## src/rtl/river_crossing_core_if.sv

```systemverilog
// Bus between the river-crossing game core and its surroundings: switch and
// request inputs from the debounced front end, and the status outputs for the
// LED/7-seg drivers. The core uses the slave modport. The front end, or a
// testbench, uses the master modport.
interface river_crossing_core_if #(
    parameter int N_PASS      = 3,
    parameter int PASS_STEPS  = 4,
    parameter int CANOE_STEPS = 16
);
    localparam int PW = (PASS_STEPS > 1) ? $clog2(PASS_STEPS) : 1;
    localparam int CW = (CANOE_STEPS > 1) ? $clog2(CANOE_STEPS) : 1;

    logic                   sw_run;
    logic                   sw_cfg;
    logic [1:0]             difficulty;
    logic [N_PASS-1:0]      req_pass;
    logic                   req_canoe;
    logic [N_PASS-1:0]      crossing;
    logic                   canoe_crossing;
    logic [N_PASS-1:0]      side;
    logic                   canoe_side;
    logic [N_PASS*PW-1:0]   pass_pos;
    logic [CW-1:0]          canoe_pos;
    logic [3:0]             ones;
    logic [3:0]             tens;
    logic [1:0]             game_state;

    modport master (
        output sw_run, sw_cfg, difficulty, req_pass, req_canoe,
        input  crossing, canoe_crossing, side, canoe_side, pass_pos, canoe_pos,
               ones, tens, game_state
    );

    modport slave (
        input  sw_run, sw_cfg, difficulty, req_pass, req_canoe,
        output crossing, canoe_crossing, side, canoe_side, pass_pos, canoe_pos,
               ones, tens, game_state
    );
endinterface

```

## src/rtl/river_crossing_core.sv

```systemverilog
// River-crossing game engine for N_PASS passengers and one canoe.
// - Each move is either one passenger crossing with the canoe, or the empty
//   canoe crossing on its own.
// - Predator/prey pairs are given by the CONFLICT matrix.
// - The move count is kept in BCD and is checked against a limit selected by
//   the difficulty input.
// - Optional idle timeout: define RC_TIMEOUT_EN to enable it.
module river_crossing_core #(
    parameter int                       N_PASS         = 3,
    parameter int                       PASS_STEPS     = 4,
    parameter int                       CANOE_STEPS    = 16,
    parameter int                       TICKS_PER_STEP = 4,
    parameter logic [N_PASS*N_PASS-1:0] CONFLICT       = 9'b000_100_010,
    parameter logic [7:0]               LIMIT0         = 8'h15,
    parameter logic [7:0]               LIMIT1         = 8'h13,
    parameter logic [7:0]               LIMIT2         = 8'h09,
    parameter logic [7:0]               LIMIT3         = 8'h07,
    parameter int                       IDLE_TIMEOUT   = 240
) (
    input logic                   clk_4Hz,
    input logic                   btn_0_out,
    river_crossing_core_if.slave  bus
);
    localparam int PW = (PASS_STEPS > 1) ? $clog2(PASS_STEPS) : 1;
    localparam int CW = (CANOE_STEPS > 1) ? $clog2(CANOE_STEPS) : 1;
    localparam int TW = (TICKS_PER_STEP > 1) ? $clog2(TICKS_PER_STEP) : 1;
    localparam logic [PW-1:0] PASS_END  = PW'(PASS_STEPS - 1);
    localparam logic [CW-1:0] CANOE_END = CW'(CANOE_STEPS - 1);
    localparam logic [TW-1:0] TICK_END  = TW'(TICKS_PER_STEP - 1);

    typedef enum logic [2:0] {IDLE, MOVE_P, MOVE_C, CHECK, OVER} state_t;

    state_t               state, next_state;
    logic [N_PASS-1:0]    crossing, side, legal, grant, start_pass;
    logic                 canoe_crossing, canoe_side, start_canoe;
    logic                 arrive, set_won, set_lost;
    logic [PW-1:0]        pos [N_PASS];
    logic [N_PASS*PW-1:0] pos_flat;
    logic [PW-1:0]        cur_pos;
    logic [CW-1:0]        canoe_pos;
    logic [TW-1:0]        tick;
    logic [3:0]           ones, tens;
    logic [1:0]           game_state;
    logic [7:0]           limit;
    logic                 accept_ok, tick_wrap, pass_end, canoe_end, conflict_hit;
    logic                 timeout_hit;

    assign accept_ok = bus.sw_run && !bus.sw_cfg && (game_state == 2'd2);
    assign tick_wrap = (tick == TICK_END);

    // The canoe, and the passenger riding in it, travel away from the canoe's current bank.
    assign pass_end  = canoe_side ? (cur_pos == '0) : (cur_pos == PASS_END);
    assign canoe_end = canoe_side ? (canoe_pos == '0) : (canoe_pos == CANOE_END);

    // Pick the lowest-indexed legal passenger request, and pick up the moving passenger's lane position.
    always_comb begin
        legal   = bus.req_pass & ~(side ^ {N_PASS{canoe_side}});
        grant   = '0;
        cur_pos = '0;
        for (int i = N_PASS - 1; i >= 0; i--) begin
            if (legal[i]) begin
                grant    = '0;
                grant[i] = 1'b1;
            end
            if (crossing[i]) begin
                cur_pos = pos[i];
            end
        end
    end

    // Check for a predator left alone with its prey on the bank the canoe has just left, and select the move limit.
    always_comb begin
        conflict_hit = 1'b0;
        for (int i = 0; i < N_PASS; i++) begin
            for (int j = 0; j < N_PASS; j++) begin
                if (i != j && CONFLICT[i*N_PASS+j] && side[i] == side[j] && canoe_side != side[i]) begin
                    conflict_hit = 1'b1;
                end
            end
        end
        case (bus.difficulty)
            2'd0:    limit = LIMIT0;
            2'd1:    limit = LIMIT1;
            2'd2:    limit = LIMIT2;
            default: limit = LIMIT3;
        endcase
    end

`ifdef RC_TIMEOUT_EN
    logic [15:0] idle_cnt;

    assign timeout_hit = (state == IDLE) && (game_state == 2'd2) && bus.sw_run
                         && (idle_cnt == 16'(IDLE_TIMEOUT - 1));

    // Count idle cycles of a running game. Restart the count whenever a move is accepted.
    always_ff @(posedge clk_4Hz) begin
        if (btn_0_out || (|start_pass) || start_canoe) begin
            idle_cnt <= '0;
        end else if (state == IDLE && game_state == 2'd2 && bus.sw_run) begin
            idle_cnt <= idle_cnt + 16'd1;
        end
    end
`else
    assign timeout_hit = 1'b0;
`endif

    // FSM state register; the button forces a new game.
    always_ff @(posedge clk_4Hz) begin
        if (btn_0_out) begin
            state <= IDLE;
        end else begin
            state <= next_state;
        end
    end

    // Next-state logic, plus the strobes that drive the datapath below.
    always_comb begin
        next_state  = state;
        start_pass  = '0;
        start_canoe = 1'b0;
        arrive      = 1'b0;
        set_won     = 1'b0;
        set_lost    = 1'b0;
        case (state)
            IDLE: begin
                if (accept_ok && (|grant)) begin
                    start_pass = grant;
                    next_state = MOVE_P;
                end else if (accept_ok && bus.req_canoe) begin
                    start_canoe = 1'b1;
                    next_state  = MOVE_C;
                end else if (timeout_hit) begin
                    set_lost   = 1'b1;
                    next_state = OVER;
                end
            end
            MOVE_P: begin
                if (tick_wrap && pass_end) begin
                    arrive     = 1'b1;
                    next_state = CHECK;
                end
            end
            MOVE_C: begin
                if (canoe_end) begin
                    arrive     = 1'b1;
                    next_state = CHECK;
                end
            end
            CHECK: begin
                if (&side) begin
                    set_won    = 1'b1;
                    next_state = OVER;
                end else if (conflict_hit || ({tens, ones} == limit)) begin
                    set_lost   = 1'b1;
                    next_state = OVER;
                end else begin
                    next_state = IDLE;
                end
            end
            default: next_state = OVER;
        endcase
    end

    // Datapath: lane counters, banks, BCD move count and game result.
    always_ff @(posedge clk_4Hz) begin
        if (btn_0_out) begin
            crossing       <= '0;
            canoe_crossing <= 1'b0;
            side           <= '0;
            canoe_side     <= 1'b0;
            canoe_pos      <= '0;
            tick           <= '0;
            ones           <= '0;
            tens           <= '0;
            game_state     <= 2'd2;
            for (int i = 0; i < N_PASS; i++) begin
                pos[i] <= '0;
            end
        end else begin
            if (|start_pass) begin
                crossing <= start_pass;
                tick     <= '0;
            end
            if (start_canoe) begin
                canoe_crossing <= 1'b1;
            end
            if ((state == MOVE_P || state == MOVE_C) && !canoe_end) begin
                canoe_pos <= canoe_side ? canoe_pos - CW'(1) : canoe_pos + CW'(1);
            end
            if (state == MOVE_P) begin
                tick <= tick_wrap ? '0 : tick + TW'(1);
                for (int i = 0; i < N_PASS; i++) begin
                    if (crossing[i] && tick_wrap && !pass_end) begin
                        pos[i] <= canoe_side ? pos[i] - PW'(1) : pos[i] + PW'(1);
                    end
                end
            end
            if (arrive) begin
                for (int i = 0; i < N_PASS; i++) begin
                    if (crossing[i]) begin
                        side[i] <= ~canoe_side;
                    end
                end
                canoe_side     <= ~canoe_side;
                crossing       <= '0;
                canoe_crossing <= 1'b0;
                if ({tens, ones} != 8'h99) begin
                    if (ones == 4'd9) begin
                        ones <= 4'd0;
                        tens <= tens + 4'd1;
                    end else begin
                        ones <= ones + 4'd1;
                    end
                end
            end
            if (set_won) begin
                game_state <= 2'd1;
            end
            if (set_lost) begin
                game_state <= 2'd0;
            end
        end
    end

    // Flatten the per-passenger lane counters onto the output bus.
    always_comb begin
        pos_flat = '0;
        for (int i = 0; i < N_PASS; i++) begin
            pos_flat[i*PW +: PW] = pos[i];
        end
    end

    assign bus.crossing       = crossing;
    assign bus.canoe_crossing = canoe_crossing;
    assign bus.side           = side;
    assign bus.canoe_side     = canoe_side;
    assign bus.pass_pos       = pos_flat;
    assign bus.canoe_pos      = canoe_pos;
    assign bus.ones           = ones;
    assign bus.tens           = tens;
    assign bus.game_state     = game_state;
endmodule

```

## src/flat_wrapper.sv

```systemverilog
// flat-port wrapper written by rule: the top's interface ports become plain ports
module river_crossing_core_flat 
#(
    parameter int                       N_PASS         = 3,
    parameter int                       PASS_STEPS     = 4,
    parameter int                       CANOE_STEPS    = 16,
    parameter int                       TICKS_PER_STEP = 4,
    parameter logic [N_PASS*N_PASS-1:0] CONFLICT       = 9'b000_100_010,
    parameter logic [7:0]               LIMIT0         = 8'h15,
    parameter logic [7:0]               LIMIT1         = 8'h13,
    parameter logic [7:0]               LIMIT2         = 8'h09,
    parameter logic [7:0]               LIMIT3         = 8'h07,
    parameter int                       IDLE_TIMEOUT   = 240
)
  (clk_4Hz, btn_0_out, bus_sw_run, bus_sw_cfg, bus_difficulty, bus_req_pass, bus_req_canoe, bus_crossing, bus_canoe_crossing, bus_side, bus_canoe_side, bus_pass_pos, bus_canoe_pos, bus_ones, bus_tens, bus_game_state);
  river_crossing_core_if #(.N_PASS(N_PASS), .PASS_STEPS(PASS_STEPS), .CANOE_STEPS(CANOE_STEPS)) bus_i ();
  input logic clk_4Hz;
  input logic btn_0_out;
  input wire logic [$bits(bus_i.sw_run)-1:0] bus_sw_run;
  input wire logic [$bits(bus_i.sw_cfg)-1:0] bus_sw_cfg;
  input wire logic [$bits(bus_i.difficulty)-1:0] bus_difficulty;
  input wire logic [$bits(bus_i.req_pass)-1:0] bus_req_pass;
  input wire logic [$bits(bus_i.req_canoe)-1:0] bus_req_canoe;
  output wire logic [$bits(bus_i.crossing)-1:0] bus_crossing;
  output wire logic [$bits(bus_i.canoe_crossing)-1:0] bus_canoe_crossing;
  output wire logic [$bits(bus_i.side)-1:0] bus_side;
  output wire logic [$bits(bus_i.canoe_side)-1:0] bus_canoe_side;
  output wire logic [$bits(bus_i.pass_pos)-1:0] bus_pass_pos;
  output wire logic [$bits(bus_i.canoe_pos)-1:0] bus_canoe_pos;
  output wire logic [$bits(bus_i.ones)-1:0] bus_ones;
  output wire logic [$bits(bus_i.tens)-1:0] bus_tens;
  output wire logic [$bits(bus_i.game_state)-1:0] bus_game_state;
  assign bus_i.sw_run = bus_sw_run;
  assign bus_i.sw_cfg = bus_sw_cfg;
  assign bus_i.difficulty = bus_difficulty;
  assign bus_i.req_pass = bus_req_pass;
  assign bus_i.req_canoe = bus_req_canoe;
  assign bus_crossing = bus_i.crossing;
  assign bus_canoe_crossing = bus_i.canoe_crossing;
  assign bus_side = bus_i.side;
  assign bus_canoe_side = bus_i.canoe_side;
  assign bus_pass_pos = bus_i.pass_pos;
  assign bus_canoe_pos = bus_i.canoe_pos;
  assign bus_ones = bus_i.ones;
  assign bus_tens = bus_i.tens;
  assign bus_game_state = bus_i.game_state;
  river_crossing_core #(.N_PASS(N_PASS), .PASS_STEPS(PASS_STEPS), .CANOE_STEPS(CANOE_STEPS), .TICKS_PER_STEP(TICKS_PER_STEP), .CONFLICT(CONFLICT), .LIMIT0(LIMIT0), .LIMIT1(LIMIT1), .LIMIT2(LIMIT2), .LIMIT3(LIMIT3), .IDLE_TIMEOUT(IDLE_TIMEOUT)) u_core (.clk_4Hz(clk_4Hz), .btn_0_out(btn_0_out), .bus(bus_i));
endmodule
```

## config.mk

```make
export PLATFORM = sky130hd
export DESIGN_NAME = river_crossing_core_flat
export DESIGN_NICKNAME = d
export VERILOG_FILES = /design/src/rtl/river_crossing_core_if.sv /design/src/rtl/river_crossing_core.sv /design/src/flat_wrapper.sv
export SDC_FILE = /design/constraint.sdc
export NUM_CORES = 1
export LEC_CHECK = 0
export ABC_AREA = 1
export CAP_MARGIN = 20
export CELL_PAD_IN_SITES_DETAIL_PLACEMENT = 0
export CELL_PAD_IN_SITES_GLOBAL_PLACEMENT = 1
export CORE_MARGIN = 5
export CORE_UTILIZATION = 37
export DETAILED_ROUTE_END_ITERATION = 10
export PLACE_DENSITY = 0.8
export SLEW_MARGIN = 20
export SYNTH_ARGS = -nofsm -noshare
export SYNTH_HDL_FRONTEND = slang
export SYNTH_SLANG_ARGS = --single-unit
```

## constraint.sdc

```tcl
create_clock -name clk_4Hz -period 2.05 [get_ports clk_4Hz]
set_input_delay 0.205 -clock clk_4Hz [delete_from_list [all_inputs] [get_ports clk_4Hz]]
set_output_delay 0.205 -clock clk_4Hz [all_outputs]
set_load 0.01 [all_outputs]
```

# After elaboration in Yosys (flattened, before gate mapping)
# Memories as Yosys holds them, arrays and structs flattened.
# Cells that the tools add are included.
[op_classes] n_eq_ne=19 addsub=11 n_reduce_logical=36 mux=58 bitwise_logic=7
[op_table] operator="$mux 3" n=11
[op_table] operator="$mux 1" n=28
[op_table] operator="$mux 2" n=14
[op_table] operator="$pmux 5 s3" n=1
[op_table] operator="$logic_and 1x1->1" n=14
[op_table] operator="$add 4x1->4 const B" n=3
[op_table] operator="$pmux 3 s4" n=1
[op_table] operator="$reduce_and 3->1" n=3
[op_table] operator="$add 2x1->2 const B" n=4
[op_table] operator="$eq 2x2->1 const B" n=4
[op_table] operator="$eq 4x4->1 const B" n=2
[op_table] operator="$eq 8x5->1" n=1
[op_table] operator="$mux 4" n=2
[op_table] operator="$ne 8x8->1 const B" n=1
[op_table] operator="$reduce_and 2->1" n=4
[op_table] operator="$eq 3x2->1 const B" n=2
[op_table] operator="$reduce_or 3->1" n=2
[op_table] operator="$sub 2x1->2 const B" n=3
[op_table] operator="$logic_not 2->1" n=2
[op_table] operator="$logic_not 4->1" n=1
[op_table] operator="$ne 2x1->1 const B" n=2
[op_table] operator="$reduce_bool 2->1" n=2
[op_table] operator="$reduce_or 2->1" n=2
[op_table] operator="$sub 4x1->4 const B" n=1
[op_table] operator="other kinds (14)" n=21
[totals] wordCells=145 output_inout_bits=28 ff_bits=27 input_bits=10 ramBits=6 mem_count=1
[memory_table] memory="u_core.pos" depth=3 width=2 rd=3 rd_clocked_by_memory_dff=0 wr=3 line="river_crossing_core.sv:37" rtl="logic [PW-1:0] pos [N_PASS];"

# Depth between registers and ports, before layout
# Gate-level depths: netlist of run 1.
[depth] depth_word=13 depth_mapped=13 ltp_nobuf=12

# Worst setup path before layout of run 1
# Ideal clock, no wire load.
[synth_path] path_type="flip-flop to flip-flop" startpoint="memory u_core.pos[0][2] (netlist bit)" endpoint="memory u_core.pos[0][0] (netlist bit) (data pin)" n_path_buf=0 required_ps=1789 arrival_time_ps=1350 synth_period_minus_slack_ps=1611 stages_incl_launch_ff=10 setup_time_ps=261 path_slack_ps=439 cell_sequence="edfxtp_1 a21oi_1 nand2_1 nand2_1 nand3_2 nand2_4 a21oi_1 or2_1 inv_2 nor2_1"
[synth_rtl] item="start, declared" line="river_crossing_core.sv:37"

==> out/metrics.sh, run 1 <==
NUM_IO_PINS=38
ANTENNA_FOUND_INITIAL=0
CTS_INSERTED_BUFFERS=5
START_UTIL_PCT=37.4
SLEW_HEADROOM_PCT=67.6
PRE_CTS_WS_PS=173
REPORT.FINAL.SLEW_VIOL_COUNT=0
GROUTE.LAYER.MET3.USAGE_PCT=3.83
DR_TOTAL_VIAS=1883
FINAL.MIN_CLOCK_PERIOD_PS=1670
FINISH.INSTANCE_AREA_SQ_UM=2580
SYN_AVG_CELL_AREA_SQ_UM=7.40
MULTI_INPUT_AREA_SQ_UM=1160
ANTENNA_CELLS=0
TRITONCTS_CLOCK_TREE='yes'
FINAL.HOLD.WORST_SLACK_PS=464
DRT-INITIAL-DRC-COUNT=78
NETLIST_TOP_CELLS_AREA='dfxtp_1, nand2_1, edfxtp_1'
YOSYS.AREA.TOP_TYPE_SHARE_PCT=26.6
MOST_CONGESTED_LAYER_REPORTED_BY_GLOBAL_ROUTING='met2'
HOLD_VIOLATIONS=0
LAYOUT_SETUP_WS_PS=382
FINALNETCOUNT=340
SHARE_OF_LAYOUT_CELLS_ABOVE_DRIVE_STRENGTH_1_PCT=9.97
YOSYSMOSTFREQUENTCELL='nand2_1'
POSTLAYOUTCOREUTIL_PCT=47.5
ACHIEVABLE-FREQUENCY_GHz=0.600
FLOORPLAN.DIE_AREA_SQ_UM=7080
CTS_RESIZED=0
CTS_NUM_SINKS=33
CLOCK-ROOT-BUFFER='clkbuf_8'
GRT.OVERFLOW.TOTAL=0
ROUTED_VIA_DENSITY=4.79
SYNTH.NET_COUNT=295
CRITICAL_PATH.CELL_CHAIN='nor3_4 > inv_2 > nor2_2 > nand3_1 > o21ai_0'
CRITPATHBUFINV=1
SYNTH_COMMON_CELLS='nand2_1, nor2_1, a21oi_1, dfxtp_1, inv_1'
DATA_REQUIRED_TIME_AT_THE_WORST_ENDPOINT_PS=2000
CRITICAL_PATH.STARTPOINT_TYPE='flop'
LAYOUTNONFILLERINSTCOUNT=393
BUFFER_PORTS.INSERTED=37
YS_SEQ_AREA_SHARE_PCT=35.4
CTS_POST_SETUP_BUFFERS_INSERTED=0
MAXIMUM_NUMBER_OF_PINS_ON_ONE_NET_BEFORE_GLOBAL_ROUTE_REPAIR=22
AREA_AFTER_DPL_SQ_UM=2500
DETAILEDROUTE.FIRSTPASSITERATIONCOUNT=4
CLOCK_SKEW_PS=2.43
RUN_STATUS='finished clean'
CLK_PATH_BUF_DEPTH=2
MAX_CAP_VIOL_COUNT=0
WORST_SKEW_PAIR.LATE_LATENCY_PS=280
GRTUSAGEMET2_PCT=21.8
CRITICAL_PATH.MAX_FANOUT=5
CLKTRANSATPATHREGS_PS=60
YS_SEQ_ELEMENTS=33
SYNTH-WARNING-COUNT=0
NUMBER_OF_GLOBAL_ROUTE_VIAS_BEFORE_REPAIR=1759
MAPPED_CELL_AREA_SQ_UM=2030
FIRST_PASS_GRT_WIRE_LENGTH_UM=8160
POSTSYNTH.ASYNCRESETSHARE_PCT=0
POWER_DENSITY_nW_PER_UM2=718
SYNTH_EDF_COUNT=6
GLOBALPLACE.CONGESTION=0.802
TIMING.FINAL.CRIT_SHARE_PCT=81.3
GRT_USAGE_PCT=14.0
TIGHTEST_SLEW_PS=483
SETUP_REPAIR_AFTER_GLOBAL_ROUTING_MISSED_ITS_MARGIN='false'
CPMAXSTAGEDELAYCELL='dfxtp_1'
CRITPATHMAXSTAGEDELAY_PS=370
NUM_ROWS=27
H-TREE-DEPTH=2
POST-LAYOUT-TOTAL-POWER_mW=1.85
SYNTHDOMINANTAREACELLTYPE='dfxtp_1'
CTS-HOLD-FIX-BUFFERS=0
WORST_IR_DROP_VDD_V=0.000481
SETUP_CRIT_END_KIND='flop'
WORST-SETUP-PATH-TYPE='flop to flop'
SETUP_VIOL_COUNT_FINAL=0
WL_PER_CELL_UM=11.9
DRC=0
GRT_UTIL_MET1_PCT=18.7
DPL.CELL_COUNT=385
FINAL.FILL_COUNT=564
SYN-INSTANCE-COUNT=275
TNS_PS=0
LAYOUT.AREA.SEQ_SQ_UM=721
PLACEABLECOREAREA_SQ_UM=5440
NUMBER_OF_NETS_WITH_ANTENNA_VIOLATIONS_AFTER_DETAILED_ROUTING=0
DIE_WIDTH_UM=84.2
MIN_PATH_TYPE='flop to flop'
FLOORPLAN.DIE.HEIGHT_UM=84.2
NETLIST-CELL-TYPE-COUNT=36
LKG_PWR_nW=1.09
FLOW.AREA_GROWTH_FROM_SYNTHESIS_PCT=27.1
CRITICAL_PATH.TOP_DELAY_FAMILY='simple AND/OR/NAND/NOR gates'
DOMINANT_REGISTER_CELL_IN_THE_SYNTHESIZED_NETLIST='dfxtp_1'
ROUTED_WL_UM=4690
CP.ARRIVAL_PS=1620
DETAILEDPLACEMENTHPWL_UM=3650
==> power by group <==
group	switching (mW)	internal (mW)	total [mW]
sequential	0.0675	0.726	0.793
combinational	0.357	0.242	0.599
clock	0.228	0.235	0.462
==> cell usage in the layout (no fill, tap or decap), types with 2 or more instances in the layout <==
master and n:
a21oi_1 27, a31oi_1 3, buf_4 6, clkbuf_8 5, clkdlybuf4s50_1 37, clkinv_2 2, dfxtp_1 27, edfxtp_1 6
ha_1 9, inv_1 24, inv_2 5, nand2_1 53, nand2_4 2, nand3_1 23, nand3_2 3, nand4_1 2
nor2_1 31, nor2_2 3, nor3_1 7, nor4_1 2, o21ai_0 11, or2_1 2, or2_2 2, xnor2_1 9
xor2_1 7
==> registers in the layout, indices dropped and copies added (netlist names), 2 cells and up <==
signal / cells
u_core.pos: 6
u_core.state: 3
u_core.bus.tens: 4
u_core.bus.side: 3
u_core.bus.ones: 4
u_core.tick: 2
u_core.bus.canoe_pos: 4
u_core.bus.crossing: 3
u_core.bus.game_state: 2
==> per-layer routing <==
metal	up-vias	wire [um]
met5	-	0
met3	8	203
li1	997	-
met2	39	2050
met1	839	2350
met4	0	83
==> kinds of logic (layout without fill, tap and decap cells) <==
kind of cell | Yosys count | count (layout) | synth area share [%]
xor+xnor | 16 | 16 | 6.89
simple gates | 138 | 138 | 32.7
fa+ha+maj | 10 | 10 | 6.52
buf+inv | 35 | 81 | 7.38
compound gates | 43 | 43 | 11.1
flops | 33 | 33 | 35.4
==> final timing paths <==
kind                        start          endpoint  slack (ps)  depth (start not counted)
setup / recovery  u_core.state[2]  u_core.pos[0][3]         380                          5
hold / removal     u_core.tick[0]    u_core.tick[0]         460                          1
setup reg to reg  u_core.state[2]  u_core.pos[0][3]         380                          5
hold reg to reg    u_core.tick[0]    u_core.tick[0]         460                          1
==> worst reg2reg max path, delay by kind of cell, from the launching register on <==
kind	cells	cell delay [ps]
buffers and inverters	1	100
AND/OR/NAND/NOR	3	540
AO/OA/AOI/OAI	1	330
flip-flops	1	370
==> layout make-up <==
| class | count | share of cell area (%) |
|---|---|---|
| repair buffers | 43 | 16.1 |
| inverters | 30 | 4.36 |
| clock buffers | 6 | 2.81 |
| flip-flops and latches | 33 | 27.9 |
| clock inverters | 2 | 0.387 |
| multi-input cells | 207 | 45.0 |
| well taps | 72 | 3.48 |
Note: power is estimated with default switching activity, not from simulation.
==> inputs of run 2 (changes only) <==
--- a/config.mk
+++ b/config.mk
@@ -10,9 +10,9 @@
 export CELL_PAD_IN_SITES_DETAIL_PLACEMENT = 0
 export CELL_PAD_IN_SITES_GLOBAL_PLACEMENT = 1
 export CORE_MARGIN = 5
-export CORE_UTILIZATION = 37
+export CORE_UTILIZATION = 34
 export DETAILED_ROUTE_END_ITERATION = 10
-export PLACE_DENSITY = 0.8
+export PLACE_DENSITY = 0.77
 export SLEW_MARGIN = 20
 export SYNTH_ARGS = -nofsm -noshare
 export SYNTH_HDL_FRONTEND = slang
==> constraint.sdc (replaced) <==
create_clock -name clk_4Hz -period 1.5 [get_ports clk_4Hz]
set_input_delay 0.15 -clock clk_4Hz [delete_from_list [all_inputs] [get_ports clk_4Hz]]
set_output_delay 0.15 -clock clk_4Hz [all_outputs]
set_load 0.01 [all_outputs]
==> run 2 against run 1 <==
The run now ends with setup timing left. First-iteration DRC count shrank 37%. Sequential power increased by 39%. Flip-flop and latch count stayed put. Maximum frequency shrank 0.64%. Critical path depth grew 6. Clock power rose by 41%. Routed wire length is 20% higher. Cell area grew 27%. Via count is 10% higher. Non-clock buffer count increased by 49. Clock-buffer cell count rose by 2. Critical path type unchanged. Largest cell class unchanged.
==> out/metrics.sh, run 2 (same netlist as run 1, synthesis figures left out) <==
TIMING.RR.END='u_core.pos[0][5]'  # was u_core.pos[0][3]
DIE_WIDTH_UM=87.4  # was 84.2 um
DETAILEDPLACEMENTHPWL_UM=4110  # was 3650 um
PRE_CTS_WS_PS=-310  # was 173 ps
GRT_USAGE_PCT=15.3  # was 14.0%
GRTUSAGEMET2_PCT=23.8  # was 21.8%
MOSTFREQUENTLAYOUTCELL='buf_4'  # was nand2_1
CTS-HOLD-FIX-BUFFERS=0  # unchanged
MAX_CAP_VIOL_COUNT=0  # unchanged
WORST_SKEW_PAIR.LATE_LATENCY_PS=290  # was 280 ps
FIRST_PASS_GRT_WIRE_LENGTH_UM=9030  # was 8160 um
POWER_DENSITY_nW_PER_UM2=882  # was 718 nW/um^2
CRITPATHMAXSTAGEDELAY_PS=410  # was 370 ps
TRITONCTS_CLOCK_TREE='yes'  # unchanged
DR_TOTAL_VIAS=2072  # was 1883
REG2REGPATHDEPTH=11  # was 5
R2R-START='u_core.pos[0][5]'  # was u_core.state[2]
LAYOUT.AREA.SEQ_SQ_UM=743  # was 721 sq um
MULTI_INPUT_AREA_SQ_UM=1400  # was 1160 sq um
MAXIMUM_NUMBER_OF_PINS_ON_ONE_NET_BEFORE_GLOBAL_ROUTE_REPAIR=14  # was 22
CRITICAL_PATH.TOP_DELAY_FAMILY='simple AND/OR/NAND/NOR gates'  # unchanged
DRC=0  # unchanged
DRT-INITIAL-DRC-COUNT=49  # was 78
SETUP_CRIT_END_KIND='flop'  # unchanged
TIMING.FINAL.CRIT_SHARE_PCT=112  # was 81.3%
WORST-R2R-SETUP-SLACK_PS=-180  # was 380 ps
FLOW.AREA_GROWTH_FROM_SYNTHESIS_PCT=62.0  # was 27.1%
SETUP.WORST_PATH.END='u_core.pos[0][5]'  # was u_core.pos[0][3]
START_UTIL_PCT=34.6  # was 37.4%
LKG_PWR_nW=1.55  # was 1.09 nW
LAYOUT.CELLS.MOST_COMMON_LIST='buf_4, nand2_1, nor2_1'  # was nand2_1, clkdlybuf4s50_1, nor2_1
GRT_UTIL_MET1_PCT=20.2  # was 18.7%
WORST-SETUP-PATH-TYPE='flop to flop'  # unchanged
FINALNETCOUNT=389  # was 340
ROUTED_WL_UM=5650  # was 4690 um
CRITICAL_PATH.CELL_CHAIN='nand2_1 > nand2_2 > inv_2 > nor2_1 > nor2_1 > nand3_2 > nand2_4 > a21oi_2 > or2_1 > inv_2 > nor2_1'  # was nor3_4 > inv_2 > nor2_2 > nand3_1 > o21ai_0
CTS_INSERTED_BUFFERS=5  # unchanged
DATA_REQUIRED_TIME_AT_THE_WORST_ENDPOINT_PS=1540  # was 2000 ps
CRITPATHBUFINV=2  # was 1
WL_PER_CELL_UM=12.7  # was 11.9 um
CTS_NUM_SINKS=33  # unchanged
SHARE_OF_LAYOUT_CELLS_ABOVE_DRIVE_STRENGTH_1_PCT=36.8  # was 9.97%
TNS_PS=-3080  # was 0 ps
LAYOUT_SETUP_WS_PS=-178  # was 382 ps
NUMBER_OF_GLOBAL_ROUTE_VIAS_BEFORE_REPAIR=1912  # was 1759
NUMBER_OF_NETS_WITH_ANTENNA_VIOLATIONS_AFTER_DETAILED_ROUTING=0  # unchanged
DETAILEDROUTE.FIRSTPASSITERATIONCOUNT=4  # unchanged
TIGHTEST_SLEW_PS=396  # was 483 ps
FINAL.FILL_COUNT=552  # was 564
FINISH.INSTANCE_AREA_SQ_UM=3300  # was 2580 sq um
WORST_PATH_MOST_REPEATED_CELL='nor2_1'
LARGEST_REGISTER_FF_COUNT=6  # unchanged
PLACEABLECOREAREA_SQ_UM=5890  # was 5440 sq um
CP.ARRIVAL_PS=1720  # was 1620 ps
CRITICAL_PATH.STARTPOINT_TYPE='flop'  # unchanged
CLK_PATH_BUF_DEPTH=2  # unchanged
WORST_IR_DROP_VDD_V=0.000568  # was 0.000481 V
NUM_ROWS=28  # was 27
FLOORPLAN.DIE.HEIGHT_UM=87.4  # was 84.2 um
FINAL.MIN_CLOCK_PERIOD_PS=1680  # was 1670 ps
GROUTE.LAYER.MET3.USAGE_PCT=3.50  # was 3.83%
CLOCK-ROOT-BUFFER='clkbuf_8'  # unchanged
CRITICAL_PATH.MAX_FANOUT=6  # was 5
SETUP_CRIT_START='u_core.pos[0][5]'  # was u_core.state[2]
ANTENNA_CELLS=0  # unchanged
MOST_CONGESTED_LAYER_REPORTED_BY_GLOBAL_ROUTING='met2'  # unchanged
ACHIEVABLE-FREQUENCY_GHz=0.596  # was 0.600 GHz
BUFFER_PORTS.INSERTED=37  # unchanged
SETUP_REPAIR_AFTER_GLOBAL_ROUTING_MISSED_ITS_MARGIN='true'  # was false
ROUTED_VIA_DENSITY=4.66  # was 4.79
CLKTRANSATPATHREGS_PS=70  # was 60 ps
FAILED_CHECKS='setup timing'
ANTENNA_FOUND_INITIAL=0  # unchanged
CPMAXSTAGEDELAYCELL='edfxtp_1'  # was dfxtp_1
RUN_STATUS='complete, but fails checks'  # was finished clean
AREA_AFTER_DPL_SQ_UM=2860  # was 2500 sq um
GRT.OVERFLOW.TOTAL=0  # unchanged
NUM_IO_PINS=38  # unchanged
SLEW_HEADROOM_PCT=73.5  # was 67.6%
H-TREE-DEPTH=2  # unchanged
WORSTSETUPPATHDEPTH=11  # was 5
REGMOSTFLOPS='u_core.pos'  # unchanged
HOLD_VIOLATIONS=0  # unchanged
SETUP_VIOL_COUNT_FINAL=24  # was 0
GLOBALPLACE.CONGESTION=0.827  # was 0.802
REPORT.FINAL.SLEW_VIOL_COUNT=0  # unchanged
FLOORPLAN.DIE_AREA_SQ_UM=7630  # was 7080 sq um
CLOCK_SKEW_PS=4.93  # was 2.43 ps
MIN_PATH_TYPE='flop to flop'  # unchanged
## run 2: cell types whose count changed in the layout (fill, tap and decap cells not counted), sizes merged
cell,before,now
buf,6,54
clkinv,3,1
clkdlybuf4s50,37,25
dlymetal6s2s,0,10
clkbuf,6,9
dlygate4sd2,0,2
## run 2: area by class of cell
cell class,count,area share [%]
Sequential cell,33,22.6
Timing Repair Buffer,92,26.2
Inverter,30,3.64
Clock buffer,8,2.43
Tap cell,75,2.85
Multi-Input combinational cell,207,42.3
## run 2: layer usage
metal / up-vias / routed length, um
met2: 27 / 2600
li1: 1100 / -
met4: 0 / 104
met5: - / 0
met3: 7 / 205
met1: 938 / 2730
## run 2: worst min path at each step
stage	startpoint	endpoint	slack, ps	cells past startpoint
after floorplan	btn_0_out	u_core.bus.ones[1]	320	3
after global placement	u_core.tick[0]	u_core.tick[0]	450	1
after detailed placement	u_core.tick[0]	u_core.tick[0]	450	1
after CTS	u_core.tick[0]	u_core.tick[0]	460	1
after global routing	u_core.tick[0]	u_core.tick[0]	490	1
final	u_core.tick[0]	u_core.tick[0]	460	1
## run 2: per-stage QoR
stage | hold slack [ps] | instances | power (mW) | utilization [%]
2_1_floorplan | 320 | 275 | 1.67 | -
3_3_place_gp | 449 | 430 | 2.15 | 48.6
3_5_place_dp | 450 | 430 | 2.15 | 48.6
4_1_cts | 460 | 441 | 2.84 | 51.0
5_1_grt | 486 | 445 | 3.14 | 56.0
6_report | 459 | 445 | 2.91 | 56.0
## run 2: what timing repair did
item,CTS,global route
gates cloned,0,1
gates resized for setup,18,70
endpoints found under the setup margin,35,49
pin swaps,10,16
setup buffers,3,5
## run 2: worst register-to-register path: cells and delay by family, from the launching register on
kind / cells / cell delay, ps
flip-flops: 1 / 410
AND/OR/NAND/NOR: 8 / 850
AO/OA/AOI/OAI: 1 / 30
buffers and inverters: 2 / 150
## run 2: where the power goes
| group | total [mW] | internal (mW) | switching [mW] |
|---|---|---|---|
| clock network | 0.650 | 0.330 | 0.320 |
| registers | 1.10 | 1.00 | 0.0996 |
| logic | 1.16 | 0.569 | 0.586 |
